### config.mk
export PLATFORM = sky130hd
export DESIGN_NAME = dw_8b10b_tx_seq
export DESIGN_NICKNAME = d
export VERILOG_FILES = /design/src/rtl/dw_8b10b_tx_pkg.sv /design/src/rtl/dw_8b10b_tx_seq.sv
export SDC_FILE = /design/constraint.sdc
export NUM_CORES = 1
export LEC_CHECK = 0
export BUFFER_PORTS_ARGS = -buffer_cell sky130_fd_sc_hd__buf_2
export CAP_MARGIN = 20
export CORE_MARGIN = 2
export CORE_UTILIZATION = 50
export CTS_BUF_LIST = sky130_fd_sc_hd__clkbuf_4 sky130_fd_sc_hd__clkbuf_8
export CTS_CLUSTER_SIZE = 14
export DETAILED_ROUTE_END_ITERATION = 6
export HOLD_SLACK_MARGIN = 0.15
export PLACE_DENSITY_LB_ADDON = 0.3
export SKIP_LAST_GASP = 1
export SLEW_MARGIN = 10
export SYNTH_ARGS = -nofsm -noshare
export SYNTH_HDL_FRONTEND = slang
export SYNTH_SLANG_ARGS = --single-unit
export TNS_END_PERCENT = 1
### constraint.sdc
create_clock -name clk -period 4.6 [get_ports clk]
set_input_delay 0.23 -clock clk [delete_from_list [all_inputs] [get_ports clk]]
set_output_delay 0.23 -clock clk [all_outputs]
set_load 0.01 [all_outputs]
### src/rtl/dw_8b10b_tx_pkg.sv
// dw_8b10b_tx_pkg -- shared definitions for the 8b10b transmit sequencer.
//
// Holds the sequencer state encoding and the K-code byte values that the
// sequencer presents to the downstream 8b10b encoder (always with k_char=1).
// No ports; imported by dw_8b10b_tx_seq.

package dw_8b10b_tx_pkg;

  typedef enum logic [2:0] {
    ST_OFF,
    ST_INIT,
    ST_ALIGN,
    ST_IDLE,
    ST_SOP,
    ST_DATA,
    ST_EOP
  } state_t;

  localparam logic [7:0] K28_5 = 8'hBC;  // comma: alignment and idle fill
  localparam logic [7:0] K27_7 = 8'hFB;  // start of packet
  localparam logic [7:0] K29_7 = 8'hFD;  // end of packet
  localparam logic [7:0] K23_7 = 8'hF7;  // pad when the source has no byte
  localparam logic [7:0] K28_0 = 8'h1C;  // clock-compensation skip

endpackage

### src/rtl/dw_8b10b_tx_seq.sv
// dw_8b10b_tx_seq -- character sequencer in front of an 8b10b encoder.
//
// Brings the link up (running-disparity init, ALIGN_CNT commas), fills idle
// time with commas, and frames source packets as SOP, payload, EOP. Payload
// gaps are filled with pad characters. Every enc_* output and s_ready is a
// register: the character chosen from the state in cycle t shows in t+1.
//
// Parameters:
//   ALIGN_CNT     number of K28.5 sent after bring-up (1..255)
//   SKIP_INTERVAL characters between skip characters (4..65535)
//
// Optional feature macro: DW_8B10B_TX_SEQ_SKIP_EN
//   When defined, an idle K28.5 is replaced by K28.0 once SKIP_INTERVAL-1
//   enabled characters have been sent since the last skip. A skip falling
//   due inside a packet waits for the first idle cycle.
//
// Ports:
//   clk, rst_n        rising-edge clock, asynchronous active-low reset
//   link_en           1 requests link up, 0 requests link down
//   s_valid/s_ready   source byte handshake (transfer when both are 1)
//   s_data, s_last    payload byte and end-of-packet marker
//   enc_enable        encoder enable
//   enc_k_char        encoder k_char input
//   enc_data          encoder data_in input
//   enc_init_rd_n     encoder init_rd_n (active low, pulsed in INIT)
//   enc_init_rd_val   encoder init_rd_val (0 = negative disparity)
//   busy              state is SOP, DATA or EOP
//   pkt_cnt           completed packets, wraps
//   underrun_cnt      pad characters sent, saturates at 0xFF

module dw_8b10b_tx_seq
  import dw_8b10b_tx_pkg::*;
#(
  parameter int ALIGN_CNT     = 8,
  parameter int SKIP_INTERVAL = 256
) (
  input  logic        clk,
  input  logic        rst_n,
  input  logic        link_en,
  input  logic        s_valid,
  output logic        s_ready,
  input  logic [7:0]  s_data,
  input  logic        s_last,
  output logic        enc_enable,
  output logic        enc_k_char,
  output logic [7:0]  enc_data,
  output logic        enc_init_rd_n,
  output logic        enc_init_rd_val,
  output logic        busy,
  output logic [15:0] pkt_cnt,
  output logic [7:0]  underrun_cnt
);

  localparam logic [7:0] ALIGN_LAST = 8'(ALIGN_CNT - 1);

  // Reject out-of-range configurations at elaboration time.
  generate
    if (ALIGN_CNT < 1 || ALIGN_CNT > 255) begin : g_bad_align_cnt
      $error("dw_8b10b_tx_seq: ALIGN_CNT must be 1..255");
    end
    if (SKIP_INTERVAL < 4 || SKIP_INTERVAL > 65535) begin : g_bad_skip_interval
      $error("dw_8b10b_tx_seq: SKIP_INTERVAL must be 4..65535");
    end
  endgenerate

  state_t     state;
  state_t     next_state;
  logic [7:0] align_q;
  logic       en_d;
  logic       k_d;
  logic [7:0] data_d;
  logic       init_rd_n_d;
  logic       inc_pkt;
  logic       inc_underrun;
  logic       transfer;

`ifdef DW_8B10B_TX_SEQ_SKIP_EN
  localparam logic [15:0] SKIP_LAST = 16'(SKIP_INTERVAL - 1);
  logic [15:0] skip_cnt;
  logic        skip_due;
  logic        skip_take;

  // The counter parks at SKIP_LAST, so "due" stays set until an idle
  // cycle actually sends the skip.
  assign skip_due = (skip_cnt == SKIP_LAST);
`endif

  assign transfer = s_valid & s_ready;
  assign busy     = (state == ST_SOP) || (state == ST_DATA) || (state == ST_EOP);

  // Next state and the character for the current state.
  always_comb begin
    next_state   = state;
    en_d         = 1'b0;
    k_d          = 1'b0;
    data_d       = 8'h00;
    init_rd_n_d  = 1'b1;
    inc_pkt      = 1'b0;
    inc_underrun = 1'b0;
`ifdef DW_8B10B_TX_SEQ_SKIP_EN
    skip_take    = 1'b0;
`endif
    case (state)
      ST_OFF: begin
        if (link_en) next_state = ST_INIT;
      end
      ST_INIT: begin
        init_rd_n_d = 1'b0;
        next_state  = link_en ? ST_ALIGN : ST_OFF;
      end
      ST_ALIGN: begin
        en_d   = 1'b1;
        k_d    = 1'b1;
        data_d = K28_5;
        if (!link_en)                 next_state = ST_OFF;
        else if (align_q == ALIGN_LAST) next_state = ST_IDLE;
      end
      ST_IDLE: begin
        en_d   = 1'b1;
        k_d    = 1'b1;
        data_d = K28_5;
`ifdef DW_8B10B_TX_SEQ_SKIP_EN
        // The skip goes out even if this idle cycle is also leaving.
        if (skip_due) begin
          data_d    = K28_0;
          skip_take = 1'b1;
        end
`endif
        if (!link_en)     next_state = ST_OFF;
        else if (s_valid) next_state = ST_SOP;
      end
      ST_SOP: begin
        en_d       = 1'b1;
        k_d        = 1'b1;
        data_d     = K27_7;
        next_state = ST_DATA;
      end
      ST_DATA: begin
        en_d = 1'b1;
        if (transfer) begin
          data_d = s_data;
          if (s_last) next_state = ST_EOP;
        end else begin
          k_d          = 1'b1;
          data_d       = K23_7;
          inc_underrun = 1'b1;
        end
      end
      ST_EOP: begin
        en_d       = 1'b1;
        k_d        = 1'b1;
        data_d     = K29_7;
        inc_pkt    = 1'b1;
        next_state = link_en ? ST_IDLE : ST_OFF;
      end
      default: next_state = ST_OFF;
    endcase
  end

  // State and registered encoder-side outputs. s_ready is taken from the
  // next state so it is already high in the first DATA cycle and low in EOP.
  always_ff @(posedge clk or negedge rst_n) begin
    if (!rst_n) begin
      state           <= ST_OFF;
      s_ready         <= 1'b0;
      enc_enable      <= 1'b0;
      enc_k_char      <= 1'b0;
      enc_data        <= 8'h00;
      enc_init_rd_n   <= 1'b1;
      enc_init_rd_val <= 1'b0;
    end else begin
      state           <= next_state;
      s_ready         <= (next_state == ST_DATA);
      enc_enable      <= en_d;
      enc_k_char      <= k_d;
      enc_data        <= data_d;
      enc_init_rd_n   <= init_rd_n_d;
      enc_init_rd_val <= 1'b0;
    end
  end

  // Alignment length counter and the status counters.
  always_ff @(posedge clk or negedge rst_n) begin
    if (!rst_n) begin
      align_q      <= 8'd0;
      pkt_cnt      <= 16'd0;
      underrun_cnt <= 8'd0;
    end else begin
      align_q <= (state == ST_ALIGN) ? align_q + 8'd1 : 8'd0;
      if (inc_pkt) pkt_cnt <= pkt_cnt + 16'd1;
      if (inc_underrun && underrun_cnt != 8'hFF) underrun_cnt <= underrun_cnt + 8'd1;
    end
  end

`ifdef DW_8B10B_TX_SEQ_SKIP_EN
  // Counts enabled characters since the last skip, holding once due.
  always_ff @(posedge clk or negedge rst_n) begin
    if (!rst_n) begin
      skip_cnt <= 16'd0;
    end else if (skip_take) begin
      skip_cnt <= 16'd0;
    end else if (en_d && !skip_due) begin
      skip_cnt <= skip_cnt + 16'd1;
    end
  end
`endif

endmodule
Word level (Yosys, flattened, before mapping) --
Cells that the tools add are included.
Word-level totals: flip-flop bits (word level) 47, input bits 13, word-level logic and storage cells 48
Operators by class: add/subtract/negate cells 3, equal/unequal tests 9, multiplexer cells 19, bitwise gates (word level) 1, reductions and logical operators 7
Operator list (number):
- $pmux 8 s4 | 1
- $mux 3 | 7
- $pmux 3 s7 | 1
- $add 16x1->16 const B | 1
- $add 8x1->8 const B | 2
- $mux 8 | 2
- $eq 3x3->1 const B | 4
- $eq 8x3->1 const B | 1
- $ne 8x8->1 const B | 1
- $eq 3x2->1 const B | 2
- $mux 1 | 5
- $reduce_or 5->1 | 1
- $mux 2 | 2
- $reduce_or 4->1 | 1
- $eq 3x1->1 const B | 1
- $logic_not 3->1 | 1
- $logic_or 1x1->1 | 2
- $pmux 1 s2 | 1
- $reduce_or 2->1 | 1
- $and 1x1->1 | 1
- $logic_and 1x1->1 | 1

Depth between registers and ports, before layout --
Gate-level depths: netlist of the first run.
depth after elaboration 5, depth in mapped cells 5, depth with buffers taken out 5

Worst setup path before layout of the first run --
No wires, ideal clock.
path kind register to register, start register underrun_cnt[0], end register underrun_cnt[1], arrival time 1514 ps, required time 4472 ps, path slack 2958 ps, cell stages (with the launch flop) 6, period minus slack after synthesis 1642 ps, cell sequence dfrtp_1 -> ha_1 -> nand2_1 -> or3_1 -> nand2_1 -> mux2_1
Between the ends: cells in the longest elaborated chain, start to end 2
Ends and longest elaborated chain:
- start: declaration | RTL line dw_8b10b_tx_seq.sv:51 | output logic [7:0] underrun_cnt
- start signal: assignment | RTL line dw_8b10b_tx_seq.sv:191 | if (inc_underrun && underrun_cnt != 8'hFF) underrun_cnt <= underrun_cnt + 8'd1;
- parallel branches: the longest is 2 deep, another holds $add 8x1->8
Parallel ways; which one is timed is not known. A chain may end at the register's enable or synchronous reset.

Worst setup path in the final report of the first run --
start register state[1], end register pkt_cnt[12]
Between the ends: cells in the longest elaborated chain, start to end 2
Ends and longest elaborated chain:
- start: declaration | RTL line dw_8b10b_tx_seq.sv:66 | state_t state;
- start signal: assignment | RTL line dw_8b10b_tx_seq.sv:172 | state <= next_state;
- $eq 3x3->1 | RTL line dw_8b10b_tx_seq.sv:103 | case (state)
- $mux 1 | RTL line dw_8b10b_tx_seq.sv:103
- end signal: assignment | RTL line dw_8b10b_tx_seq.sv:190 | if (inc_pkt) pkt_cnt <= pkt_cnt + 16'd1;
- end: declaration | RTL line dw_8b10b_tx_seq.sv:50 | output logic [15:0] pkt_cnt,
Every way passes these cells.

==> results of run 1 <==
## state kept, by name, indices dropped and copies added (netlist names), 3 cells and up
register	flops
enc_data	8
underrun_cnt	8
pkt_cnt	16
state	3
align_q	8
## cells in the mapped netlist, drive strengths merged (2+ instances only)
master and instances:
ha 3, o21a 2, and3 4, nand3 16, nand2 23, nand4 4
a31oi 2, nand2b 3, and2 3, mux2 5, buf 2, o21ai 12
xnor2 14, xor2 8, a21bo 3, nor4 3, dfrtp 46, inv 4
clkbuf 4, nor2 21, a21oi 4, nor3 5, nor2b 3
## worst max path at each step
stage,to,slack [ns],startpoint
after detailed placement,pkt_cnt[12],2.71,state[1]
final,pkt_cnt[12],2.72,state[1]
after CTS,pkt_cnt[12],2.70,state[1]
after global placement,pkt_cnt[11],2.78,state[1]
after floorplan,underrun_cnt[1],2.96,underrun_cnt[0]
after global routing,pkt_cnt[14],2.50,state[1]
## power breakdown
| group | total (mW) | leakage [nW] | internal (mW) | switching (mW) |
|---|---|---|---|---|
| clock | 0.300 | 0.0593 | 0.174 | 0.126 |
| sequential | 0.592 | 0.630 | 0.497 | 0.0948 |
| combinational | 0.327 | 0.620 | 0.152 | 0.175 |
| total | 1.22 | 1.31 | 0.823 | 0.396 |
## area by class of cell
type / instances / area, µm²
Multi-Input combinational cell: 148 / 942
Tap cell: 50 / 62.6
Fill cell: 342 / 1490
Timing Repair Buffer: 52 / 285
Clock buffer: 7 / 83.8
Inverter: 4 / 15.0
Clock inverter: 1 / 30.0
Sequential cell: 47 / 1180
## critical path: stages (launching register included)
cell and delay, ns:
dfrtp_1 0.76, nand4b_2 0.30, nor4_2 0.40, nand4_1 0.17, xnor2_1 0.15
## metal layers
metal / share of wire, % / vias to the layer above / global-route usage, %
li1: - / 805 / -
met1: 47 / 754 / 24.7
met2: 46 / 38 / 28.9
met3: 4.9 / 7 / 4.36
met4: 1.9 / 0 / 7.69
met5: 0 / - / 0
## cells by family after synthesis
logic type,count (synthesis)
AND/OR/NAND/NOR,90
flip-flops,47
AO/OA/AOI/OAI,27
XOR/XNOR,22
buffers and inverters,10
multiplexers,5
adder cells (fa/ha/maj),3
other,1
## stage by stage
stage / worst slack [ns] / cells / cell area, µm² / util [%] / hold slack (ns)
floorplan: 2.96 / 205 / 2160 / - / -0.0656
global placement: 2.78 / 298 / 2440 / 59.8 / 0.441
detailed placement: 2.71 / 298 / 2440 / 59.8 / 0.445
CTS: 2.70 / 308 / 2580 / 63.0 / 0.170
global route: 2.50 / 309 / 2600 / 63.5 / 0.216
finish: 2.72 / 309 / 2600 / 63.5 / 0.176
==> results_dict.tcl, run 1 <==
set metrics [dict create \
    first_pass_iters 4 \
    gp_congestion 0.787 \
    clockRootBuffer "clkbuf_8" \
    layout-drive-gt1-share_pct 27.0 \
    synth_enable_flop_cells 0 \
    areaGrowthSynthToFinish_pct 19.9 \
    ctsHoldBuffers 2 \
    numClockSinks 47 \
    yosys_warnings 0 \
    cts_tree "yes" \
    clk-insertion-delay-late_ns 0.30 \
    grt_usage_pct 18.5 \
    regToRegEndpoint "pkt_cnt[12]" \
    period_minus_slack_ns 1.88 \
    status "complete, no violations" \
    synth_area_leaders "dfrtp_1 (53%), xnor2_1 (5.7%), nand2_1 (3.8%)" \
    grt_pass1_vias 1576 \
    remaining_drc_errors 0 \
    power_density_mw_per_mm2 470 \
    final_cell_mix "buf_2 (49), dfrtp_1 (46), nand2_1 (22)" \
    finalHoldViolCount 0 \
    synthSimpleGateAreaFrac_pct 22.3 \
    critical_path_arrival_ns 2.07 \
    fmax_mhz 531 \
    crit_type "flip-flop to flip-flop" \
    wl_per_cell_um 12.9 \
    via_per_inst 5.19 \
    routed_wl_um 4000 \
    rr_worst_depth 4 \
    drv_slew 0 \
    grt_pass1_wl_um 7190 \
    vdd_drop_max_mv 0.263 \
    synthAdderAreaFrac_pct 1.73 \
    grt_start_max_net_pins 48 \
    vias 1604 \
    synth_top_family_by_area "simple AND/OR/NAND/NOR gates" \
    antenna_found_initial 0 \
    io_pins 51 \
    syn-num-nets 221 \
    yosysTopAreaCellShare_pct 53.2 \
    hold_end "enc_data[2]" \
    syn_area_per_cell_um2 10.6 \
    synth_flop_cell "dfrtp_1" \
    path_max_fanout 20 \
    nets 274 \
    start_util_pct 53.0 \
    h-tree-depth 2 \
    power_mw 1.22 \
    finClkSkew_ns 0.00424 \
    die_y_um 69.8 \
    numPortBuffers 49 \
    async_reset_ff_share_pct 100 \
    syn-instance-count 205 \
    clk_pin_slew_worst_paths_ns 0.08 \
    antenna_cells 0 \
    ys_ff_latch 47 \
    cp-start-kind "flip-flop" \
    fp.coreArea_mm2 0.00409 \
    synth_mux_area_share_pct 2.60 \
    end_kind "flip-flop" \
    min_path_cells 3 \
    ctsResizeCount 0 \
    clock_path_buffers 2 \
    synth_xor_area_share_pct 8.90 \
    layout_commonest_cell "buf_2" \
    worstMarginPinSlew_ns 0.635 \
    finalSetupTns_ns 0 \
    drtIter0Drc 130 \
    synth_cell_type_count 41 \
    grt_overflow 0 \
    num_rows 23 \
    die_x_um 69.8 \
    required_ns 4.78 \
    slew_headroom_pct 57.7 \
    setup_violations 0 \
    synth_area_leader_cell "dfrtp_1" \
    antenna_left 0 \
    cts_buffers 5 \
    dieArea_mm2 0.00487 \
    reg2reg_slack_ns 2.72 \
    post-dp-hpwl_um 2890 \
    period_share_pct 40.9 \
    drv_cap 0 \
    cts_setup_buffers 0 \
    p_leak_nw 1.31 \
    synth_compound_area_share_pct 7.80 \
    r2r-start "state[1]" \
    yosysSeqAreaShare_pct 54.4 \
    hp-start "s_data[2]" \
    netlist_area_mm2 0.00216 \
    rsz0062_at_grt "false" \
    holdCritPathClass "primary input to flip-flop" \
]
(Power assumes the default switching activity.)
==> inputs of run 2 (changes only) <==
Clock period 4.6 ns to 1.8 ns, I/O delays scaled along.
==> results_dict.tcl, run 2 (synthesized netlist as in run 1, its figures left out) <==
set metrics [dict create \
    status "complete, no violations" \
    post-dp-hpwl_um 2950 \
    antenna_left 0 \
    die_y_um 69.8 \
    p_switching_mw 1.03 \
    p_seq_share_pct 48.1 \
    fp.coreArea_mm2 0.00409 \
    drv_cap 0 \
    start_util_pct 53.0 \
    power_density_mw_per_mm2 1150 \
    p_leak_nw 1.33 \
    drtIter0Drc 89 \
    cts_buffers 5 \
    grt_start_max_net_pins 31 \
    antenna_found_initial 0 \
    regToRegEndpoint "underrun_cnt[1]" \
    antenna_cells 0 \
    remaining_drc_errors 0 \
    io_pins 51 \
    cts_tree "yes" \
    r2r-start "underrun_cnt[0]" \
    areaGrowthSynthToFinish_pct 21.8 \
    first_pass_iters 4 \
    h-tree-depth 2 \
    routed_wl_um 4150 \
    numPortBuffers 49 \
    finalHoldViolCount 0 \
    clk_pin_slew_worst_paths_ns 0.08 \
    num_rows 23 \
    multi_input_area_um2 945 \
    end_kind "flip-flop" \
    slowest_stage "dfrtp_1" \
    comb_power_share_pct 31.2 \
    period_share_pct 93.1 \
    min_path_cells 4 \
    gp_congestion 0.776 \
    largest_reg_flops 16 \
    slew_headroom_pct 56.2 \
    p_sw_share_pct 33.9 \
    reg2reg_slack_ns 0.13 \
    setup_violations 0 \
    hold_end "enc_data[6]" \
    cpPeakStageDelay_ns 0.40 \
    clk-insertion-delay-late_ns 0.29 \
    drv_slew 0 \
    top_register "pkt_cnt" \
    rr_worst_depth 5 \
    worstMarginPinSlew_ns 0.656 \
    required_ns 1.98 \
    crit_top_cell "nand2_1" \
    cts_setup_buffers 0 \
    finClkSkew_ns 0.00576 \
    clock_path_buffers 2 \
    cp_cell_sequence "ha_2 > nand2_1 > or3_1 > nand2_1 > mux2_1" \
    vdd_drop_max_mv 0.561 \
    crit_type "flip-flop to flip-flop" \
    grt_usage_pct 18.6 \
    nets 283 \
    rsz0062_at_grt "false" \
    grt_pass1_wl_um 7340 \
    vias 1644 \
    intPower_mw 2.00 \
    final_cell_mix "buf_2 (49), dfrtp_1 (46), nand2_1 (22)" \
    period_minus_slack_ns 1.67 \
    grt_pass1_vias 1566 \
    layout_commonest_cell "buf_2" \
    wl_per_cell_um 13.1 \
    critical_path_arrival_ns 1.86 \
    die_x_um 69.8 \
    clockRootBuffer "clkbuf_8" \
    hp-start "s_data[6]" \
    finalSetupTns_ns 0 \
    holdCritPathClass "primary input to flip-flop" \
    grt_overflow 0 \
    dieArea_mm2 0.00487 \
    clkPwrFrac_pct 20.7 \
    cp-start-kind "flip-flop" \
    nFillCells 353 \
    via_per_inst 5.19 \
    numClockSinks 47 \
    seq_area_mm2 0.00118 \
    path_max_fanout 4 \
    layout-drive-gt1-share_pct 28.1 \
    fmax_mhz 597 \
    power_mw 3.03 \
]
[run 2: changes by cell type in the layout (fill, tap and decap cells not counted), sizes merged]
cell,before,now
bufinv,1,0
clkinv,0,1
dlygate4sd3,2,6
buf,50,55
clkbuf,7,6
[run 2: per-layer routing]
layer  share of wire, %  track usage, %  vias up
li1                   -               -      817
met3                5.5            5.23        6
met5                  0               0        -
met1                 48            26.2      780
met4                1.0            6.20        0
met2                 45            27.9       41
[run 2: cell type report]
cell class	instances	share of cell area [%]
Sequential cell	47	44.6
Multi-Input combinational cell	148	35.8
Timing Repair Buffer	61	13.3
Clock buffer	6	3.13
Tap cell	50	2.37
Inverter	4	0.569
Clock inverter	1	0.190
[run 2: worst max path at each step]
stage | start | endpoint | slack, ns
floorplan | underrun_cnt[0] | underrun_cnt[1] | 0.16
global placement | underrun_cnt[0] | underrun_cnt[1] | 0.18
detailed placement | underrun_cnt[0] | underrun_cnt[1] | 0.13
CTS | underrun_cnt[0] | underrun_cnt[1] | 0.12
global route | underrun_cnt[0] | underrun_cnt[1] | 0.005
finish | underrun_cnt[0] | underrun_cnt[1] | 0.13
[run 2: what timing repair did]
action	CTS	global route
hold endpoints to repair	33	0
gates resized for setup	0	1
setup endpoints to repair	0	1
hold buffers	6	0
[run 2: worst max-delay path: cells and delay by family, from the launching register on]
family	cells	cell delay, ns
flip-flops	1	0.40
multiplexers	1	0.32
adder cells (fa/ha/maj)	1	0.22
AND/OR/NAND/NOR	3	0.61
[run 2: power groups by stage]
| stage | Clock, mW | Sequential, mW | Combinational [mW] |
|---|---|---|---|
| global placement | 0 | 1.47 | 0.927 |
| floorplan | 0 | 1.52 | 0.540 |
| CTS | 0.658 | 1.45 | 0.956 |
| global route | 0.698 | 1.49 | 1.07 |
| finish | 0.628 | 1.46 | 0.947 |
| detailed placement | 0 | 1.47 | 0.941 |
[run 2: per-stage QoR]
| stage | hold slack [ns] | cell area, µm² | std cells | util [%] | setup slack, ns |
|---|---|---|---|---|---|
| 6_report | 0.170 | 2640 | 317 | 64.5 | 0.125 |
| 5_1_grt | 0.215 | 2640 | 317 | 64.5 | 0.00499 |
| 4_1_cts | 0.162 | 2640 | 317 | 64.5 | 0.117 |
| 3_5_place_dp | 0.167 | 2490 | 304 | 60.9 | 0.129 |
| 3_3_place_gp | 0.170 | 2490 | 304 | 60.9 | 0.177 |
| 2_1_floorplan | -0.206 | 2160 | 205 | - | 0.158 |
